## src/rtl/hand_feat_pkg.sv

```systemverilog
// Shared geometry, field widths and FSM encoding for the hand feature extraction stages.
// Widths are sized for the default frame so no accumulator can overflow.
package hand_feat_pkg;

    localparam int DEFAULT_IMG_WIDTH  = 160;
    localparam int DEFAULT_IMG_HEIGHT = 120;
    localparam int DEFAULT_MIN_AREA   = 200;

    localparam int X_W    = $clog2(DEFAULT_IMG_WIDTH);
    localparam int Y_W    = $clog2(DEFAULT_IMG_HEIGHT);
    localparam int AREA_W = $clog2(DEFAULT_IMG_WIDTH * DEFAULT_IMG_HEIGHT + 1);
    // A moment sum is bounded by area * max coordinate.
    localparam int SUM_W  = AREA_W + X_W - 1;

    typedef enum logic {
        IDLE  = 1'b0,
        ACCUM = 1'b1
    } state_t;

endpackage

```

## src/rtl/raster_position_counter.sv

```systemverilog
// Raster x/y position of the pixel presented this cycle; advances on each accepted pixel.
// restart treats the current pixel as (0,0); last_pixel reflects the stored position only.
module raster_position_counter
    import hand_feat_pkg::*;
#(
    parameter int IMG_WIDTH  = DEFAULT_IMG_WIDTH,
    parameter int IMG_HEIGHT = DEFAULT_IMG_HEIGHT
) (
    input  logic           clk,
    input  logic           rst,
    input  logic           advance,
    input  logic           restart,
    output logic [X_W-1:0] x,
    output logic [Y_W-1:0] y,
    output logic           last_pixel
);

    logic [X_W-1:0] x_q;
    logic [Y_W-1:0] y_q;

    assign x          = restart ? '0 : x_q;
    assign y          = restart ? '0 : y_q;
    assign last_pixel = (x_q == X_W'(IMG_WIDTH - 1)) && (y_q == Y_W'(IMG_HEIGHT - 1));

    always_ff @(posedge clk or posedge rst) begin
        if (rst) begin
            x_q <= '0;
            y_q <= '0;
        end else if (advance) begin
            if (x == X_W'(IMG_WIDTH - 1)) begin
                x_q <= '0;
                y_q <= (y == Y_W'(IMG_HEIGHT - 1)) ? '0 : y + Y_W'(1);
            end else begin
                x_q <= x + X_W'(1);
                y_q <= y;
            end
        end
    end

endmodule

```

## src/rtl/hand_bbox_extractor.sv

```systemverilog
// Per-frame bounding box, area and presence from a 1-bit raster mask; record 1 cycle after last pixel.
// pixel_valid low stalls all state (no backpressure); HAND_CENTROID_EN adds the sum_x/sum_y moments.
module hand_bbox_extractor
    import hand_feat_pkg::*;
#(
    parameter int IMG_WIDTH  = DEFAULT_IMG_WIDTH,
    parameter int IMG_HEIGHT = DEFAULT_IMG_HEIGHT,
    parameter int MIN_AREA   = DEFAULT_MIN_AREA
) (
    input  logic              clk,
    input  logic              rst,
    input  logic              object_image,
    input  logic              pixel_valid,
    input  logic              frame_start,
    output logic              feat_valid,
    output logic              frame_abort,
    output logic              hand_present,
    output logic [X_W-1:0]    min_x,
    output logic [X_W-1:0]    max_x,
    output logic [Y_W-1:0]    min_y,
    output logic [Y_W-1:0]    max_y,
    output logic [AREA_W-1:0] area,
    output logic [SUM_W-1:0]  sum_x,
    output logic [SUM_W-1:0]  sum_y
);

    state_t state_q, state_d;

    logic [X_W-1:0]    cur_x;
    logic [Y_W-1:0]    cur_y;
    logic              last_pixel;
    logic              start_pix, frame_done, abort, acc_en;

    logic [X_W-1:0]    acc_min_x, acc_max_x, base_min_x, base_max_x, nxt_min_x, nxt_max_x;
    logic [Y_W-1:0]    acc_min_y, acc_max_y, base_min_y, base_max_y, nxt_min_y, nxt_max_y;
    logic [AREA_W-1:0] acc_area, base_area, nxt_area;

    // A frame_start on the closing pixel belongs to the finishing frame, not a new one.
    assign start_pix  = pixel_valid && frame_start && ((state_q == IDLE) || !last_pixel);
    assign frame_done = pixel_valid && (state_q == ACCUM) && last_pixel;
    assign abort      = start_pix && (state_q == ACCUM);
    assign acc_en     = start_pix || (pixel_valid && (state_q == ACCUM));

    raster_position_counter #(
        .IMG_WIDTH  (IMG_WIDTH),
        .IMG_HEIGHT (IMG_HEIGHT)
    ) u_pos (
        .clk        (clk),
        .rst        (rst),
        .advance    (acc_en),
        .restart    (start_pix),
        .x          (cur_x),
        .y          (cur_y),
        .last_pixel (last_pixel)
    );

    always_ff @(posedge clk or posedge rst) begin
        if (rst) state_q <= IDLE;
        else     state_q <= state_d;
    end

    always_comb begin
        state_d = state_q;
        case (state_q)
            IDLE:    if (start_pix)  state_d = ACCUM;
            ACCUM:   if (frame_done) state_d = IDLE;
            default: state_d = IDLE;
        endcase
    end

    always_comb begin
        base_min_x = acc_min_x;
        base_max_x = acc_max_x;
        base_min_y = acc_min_y;
        base_max_y = acc_max_y;
        base_area  = acc_area;
        if (start_pix) begin
            base_min_x = '1;
            base_max_x = '0;
            base_min_y = '1;
            base_max_y = '0;
            base_area  = '0;
        end
        nxt_min_x = base_min_x;
        nxt_max_x = base_max_x;
        nxt_min_y = base_min_y;
        nxt_max_y = base_max_y;
        nxt_area  = base_area;
        if (object_image) begin
            if (cur_x < base_min_x) nxt_min_x = cur_x;
            if (cur_x > base_max_x) nxt_max_x = cur_x;
            if (cur_y < base_min_y) nxt_min_y = cur_y;
            if (cur_y > base_max_y) nxt_max_y = cur_y;
            nxt_area = base_area + AREA_W'(1);
        end
    end

    always_ff @(posedge clk or posedge rst) begin
        if (rst) begin
            acc_min_x <= '1;
            acc_max_x <= '0;
            acc_min_y <= '1;
            acc_max_y <= '0;
            acc_area  <= '0;
        end else if (acc_en) begin
            acc_min_x <= nxt_min_x;
            acc_max_x <= nxt_max_x;
            acc_min_y <= nxt_min_y;
            acc_max_y <= nxt_max_y;
            acc_area  <= nxt_area;
        end
    end

    // An empty frame leaves min_* at all ones; report the box as zeros instead.
    always_ff @(posedge clk or posedge rst) begin
        if (rst) begin
            feat_valid   <= 1'b0;
            frame_abort  <= 1'b0;
            hand_present <= 1'b0;
            min_x        <= '0;
            max_x        <= '0;
            min_y        <= '0;
            max_y        <= '0;
            area         <= '0;
        end else begin
            feat_valid  <= frame_done;
            frame_abort <= abort;
            if (frame_done) begin
                hand_present <= (nxt_area >= AREA_W'(MIN_AREA));
                min_x        <= (nxt_area == '0) ? '0 : nxt_min_x;
                max_x        <= nxt_max_x;
                min_y        <= (nxt_area == '0) ? '0 : nxt_min_y;
                max_y        <= nxt_max_y;
                area         <= nxt_area;
            end
        end
    end

`ifdef HAND_CENTROID_EN
    logic [SUM_W-1:0] acc_sum_x, acc_sum_y, nxt_sum_x, nxt_sum_y;

    always_comb begin
        nxt_sum_x = start_pix ? '0 : acc_sum_x;
        nxt_sum_y = start_pix ? '0 : acc_sum_y;
        if (object_image) begin
            nxt_sum_x = nxt_sum_x + SUM_W'(cur_x);
            nxt_sum_y = nxt_sum_y + SUM_W'(cur_y);
        end
    end

    always_ff @(posedge clk or posedge rst) begin
        if (rst) begin
            acc_sum_x <= '0;
            acc_sum_y <= '0;
            sum_x     <= '0;
            sum_y     <= '0;
        end else begin
            if (acc_en) begin
                acc_sum_x <= nxt_sum_x;
                acc_sum_y <= nxt_sum_y;
            end
            if (frame_done) begin
                sum_x <= nxt_sum_x;
                sum_y <= nxt_sum_y;
            end
        end
    end
`else
    assign sum_x = '0;
    assign sum_y = '0;
`endif

endmodule

```

## config.mk

```make
export PLATFORM = sky130hd
export DESIGN_NAME = hand_bbox_extractor
export DESIGN_NICKNAME = d
export VERILOG_FILES = /design/src/rtl/hand_feat_pkg.sv /design/src/rtl/raster_position_counter.sv /design/src/rtl/hand_bbox_extractor.sv
export SDC_FILE = /design/constraint.sdc
export NUM_CORES = 1
export LEC_CHECK = 0
export BUFFER_PORTS_ARGS = -buffer_cell sky130_fd_sc_hd__buf_4
export CAP_MARGIN = 20
export CORE_MARGIN = 2
export CORE_UTILIZATION = 55
export DETAILED_ROUTE_END_ITERATION = 7
export PLACE_DENSITY_LB_ADDON = 0.25
export SLEW_MARGIN = 20
export SYNTH_ARGS = -nofsm -noshare
export SYNTH_HDL_FRONTEND = slang
export SYNTH_HIERARCHICAL = 1
export SYNTH_SLANG_ARGS = --single-unit
```

## constraint.sdc

```tcl
create_clock -name clk -period 8.6 [get_ports clk]
set_clock_uncertainty 0.05 [all_clocks]
set_input_delay 1.72 -clock clk [delete_from_list [all_inputs] [get_ports clk]]
set_output_delay 1.72 -clock clk [all_outputs]
set_load 0.01 [all_outputs]
```

==> results.md <==
- Dpl cells: 884
- WP buf/inv: 1
- Setup TNS: 0 ns
- Crit. End Element: register
- H-tree Lvls: 3
- CP max-delay cell: o31ai_1
- Post-synth EDFFs: 0
- Worst min path class: register to register
- Area Growth Syn to Fin: 8.054%
- Aggregate global routing overflow: 0
- RSZ-0062 raised after global routing: false
- Total core area: 11520 um^2
- Achievable Freq: 188.3 MHz
- Die area: 12840 um^2
- Syn Area/Cell: 9.064 um^2
- Pwr/cell area: 180.6 nW/um^2
- Crit path top cell by count: o21a_1
- Crit start category: register
- Final period util: 61.75%
- Slew @ Worst Pin: 1.004 ns
- Clk slew on worst S/H paths: 0.07 ns
- Synth Area in Simple Gates: 20.96%
- Worst EP required: 8.84 ns
- CP max FO: 23
- Post-cts repair resize count: 0
- Comb power frac: 22.7%
- I/O pin count: 97
- Cells after Synth: 725
- Placer congestion estimate: 0.9124
- Yosys warning total: 6
- Post-synthesis sequential area ratio: 41.79%
- Kind of critical path: register to register
- Final Power: 1.282 mW
- Async set-reset flop share out of synthesis: 100.0%
- Min Tclk post-route: 5.311 ns
- Residual DRC count: 0
- Vias: 5539
- Sw power: 416.0 uW
- Initial antenna violation count: 0
- CP cell instances: and4bb_2 > nand4_1 > nor4_1 > nand2_1 > nand2_1 > inv_1 > nor2b_1 > ha_1 > nor2b_1 > o21a_1 > o21a_1 > o21a_1 > o31ai_1 > a32o_1
- Post-synth top flop: dfrtp_1
- Slew headroom: 32.49%
- Met3 routed WL: 759 um
- Antenna Nets Post-Route: 0
- Synth cell types: 71
- Mapped cell area: 6571 um^2
- Top sig layer: met4
- Vias in the first global route: 5167
- Clk root buf: clkbuf_16
- Final Hold Fails: 0
- DR iter-0 viols: 504
- # rows: 39
- Buffers on Ports: 52
- Compound-gate portion of the synthesized area: 19.61%
- Dpl hpwl: 11.17 mm
- CP max stage delay: 0.86 ns
- WL/cell: 17.53 um
- CTS tree: built
- Synthesis-stage register bit count: 109
- Final wirelength: 15.78 mm
- Tot GR Track Use: 25.01%
- Final setup vio count: 0
- VDD IR max: 0.1133 mV
- Max Transition Viols Final: 0
- Share of cells above drive strength 1: 14.27%
- Skew-Pair Late Insertion Delay: 0.36 ns
- Adder-cell share of the synthesized area: 5.903%
- Largest family of logic cells by synthesized area: simple AND/OR/NAND/NOR gates
- Hold_buf cts: 0
- Post-Synth XOR/XNOR Area: 1.599%
- Post-Layout Cell Count: 900
- Status: complete, no violations
- Clock sink count: 109
- Max Root-Sink Buffers: 2
- Num CTS Buffers: 9
- Clock Power Share: 30.3%
- DRT Pass-1 Iters: 6
- Post-synthesis mux area share: 1.085%
- Die W: 113.3 um
- Main area contributors after synthesis: dfrtp_1 (36%), dfstp_2 (6.0%), ha_1 (5.9%)
- Die height: 113.3 um
- First-pass GRT wire length: 25.72 mm
- Post-layout net count: 788
- Routed met1 length: 6.931 mm
- Crit path max-delay family: simple AND/OR/NAND/NOR gates
- Vias per Instance: 6.154
- Sw frac: 32.45%
- Largest net degree at the start of global routing: 64
- Met2 wire len: 7.672 mm
- Max Cap Viol: 0
- ANT cells: 0
- Sequential share of power: 47.0%
- Area share of the largest cell type after synthesis: 35.80%
- CP arrival: 5.55 ns
- P_int: 866.1 uW
- Starting Density: 57.06%
- Post-synth top area cell: dfrtp_1
- Postcts setup bufs: 0
- Leakage: 3.207 nW
==> tightest hold or removal path: cells and delay by family (launching register included) <==
| kind | cells | cell delay [ns] |
|---|---|---|
| and+or+nand+nor | 1 | 0.05 |
| AOI/OAI and AO/OA | 1 | 0.06 |
| DFF | 1 | 0.34 |
==> flip-flops by register name (all words and copies together), names as in the netlist, 7 cells and up <==
name,flops
area,15
max_x,8
u_pos/x_q,8
u_pos/y_q,7
acc_min_x,8
acc_max_y,7
acc_area,15
max_y,7
acc_min_y,7
min_y,7
min_x,8
acc_max_x,8
==> layer usage <==
metal,track usage (%),vias up
met5,0,-
met4,8.618,0
met3,5.356,39
met2,40.80,175
met1,33.22,2728
li1,-,2597
==> power groups by stage <==
stage          Combinational, mW  Clock, mW  Sequential [mW]
5_1_grt                    0.327      0.414            0.609
3_5_place_dp               0.286          0            0.610
3_3_place_gp               0.270          0            0.608
4_1_cts                    0.288      0.396            0.601
6_report                   0.291      0.388            0.603
2_1_floorplan              0.241          0            0.595
==> layout make-up <==
cell class,count,area [um^2]
Fill cell,992,4415
Multi-Input combinational cell,557,3401
Sequential cell,109,2746
Timing Repair Buffer,59,442.9
Clock buffer,11,232.7
Tap cell,143,178.9
Inverter,16,61.31
Clock inverter,5,37.54
==> cells in the mapped netlist, drive strengths merged (22+ instances only) <==
cell and instances:
dfrtp 94, nand2 85, buf 63, nor2 54, o21ai 54, nand3 35
a21oi 31, ha 31, a31oi 29, clkbuf 23, or3 22
==> cell families (layout without fill, tap and decap cells) <==
group	count (synthesis)	after routing
other cells	1	44
mux	7	7
flops	109	109
simple gates	271	271
buf+inv	102	91
compound gates	192	192
fa+ha+maj	31	31
xor+xnor	12	12
==> worst paths after layout <==
check / startpoint / end / slack (ns) / cells after the start
worst max-delay path: u_pos/x_q[5] / acc_max_x[4] / 3.29 / 14
max in group asynchronous: rst / acc_area[1] / 5.91 / 3
min in group asynchronous: rst / min_y[6] / 1.36 / 2
worst max register to register: u_pos/x_q[5] / acc_max_x[4] / 3.29 / 14
worst min register to register: area[8] / area[8] / 0.43 / 2
worst min-delay path: area[8] / area[8] / 0.43 / 2
==> through the flow <==
stage          worst slack (ns)  hold WS, ns  utilization, %  instance area [um^2]
4_1_cts                   3.321       0.4385           61.66                  7101
5_1_grt                   2.977       0.4540           61.66                  7101
3_3_place_gp              3.259       0.4124           59.31                  6830
6_report                  3.289       0.4277           61.66                  7101
2_1_floorplan             3.276       0.4077               -                  6733
3_5_place_dp              3.138       0.4220           59.31                  6830
==> placed cells by master (no fill, tap or decap), types with 3 or more instances in the layout <==
cell / netlist / layout
buf_4: 44 / 59
nand4_1: 12 / 12
or2_2: 3 / 3
or3_1: 22 / 22
nand2_1: 85 / 85
a31oi_1: 28 / 28
a21o_1: 3 / 3
nand2b_1: 4 / 4
mux2i_1: 6 / 6
o21a_1: 11 / 11
xor2_1: 4 / 4
nor2b_1: 13 / 13
ha_1: 31 / 31
a32o_1: 9 / 9
inv_1: 15 / 14
o31ai_1: 6 / 6
xnor2_1: 8 / 8
and2_1: 7 / 7
o22a_1: 15 / 15
dfrtp_1: 94 / 94
dfstp_2: 15 / 15
o21ai_0: 52 / 52
nor3_1: 7 / 7
nor4_1: 6 / 6
and3_1: 5 / 5
a21oi_1: 30 / 30
and2b_1: 3 / 3
clkbuf_16: 0 / 9
conb_1: 1 / 44
a22o_1: 13 / 13
nand3_1: 34 / 33
nor2_1: 54 / 54
(Power assumes the default switching activity.)
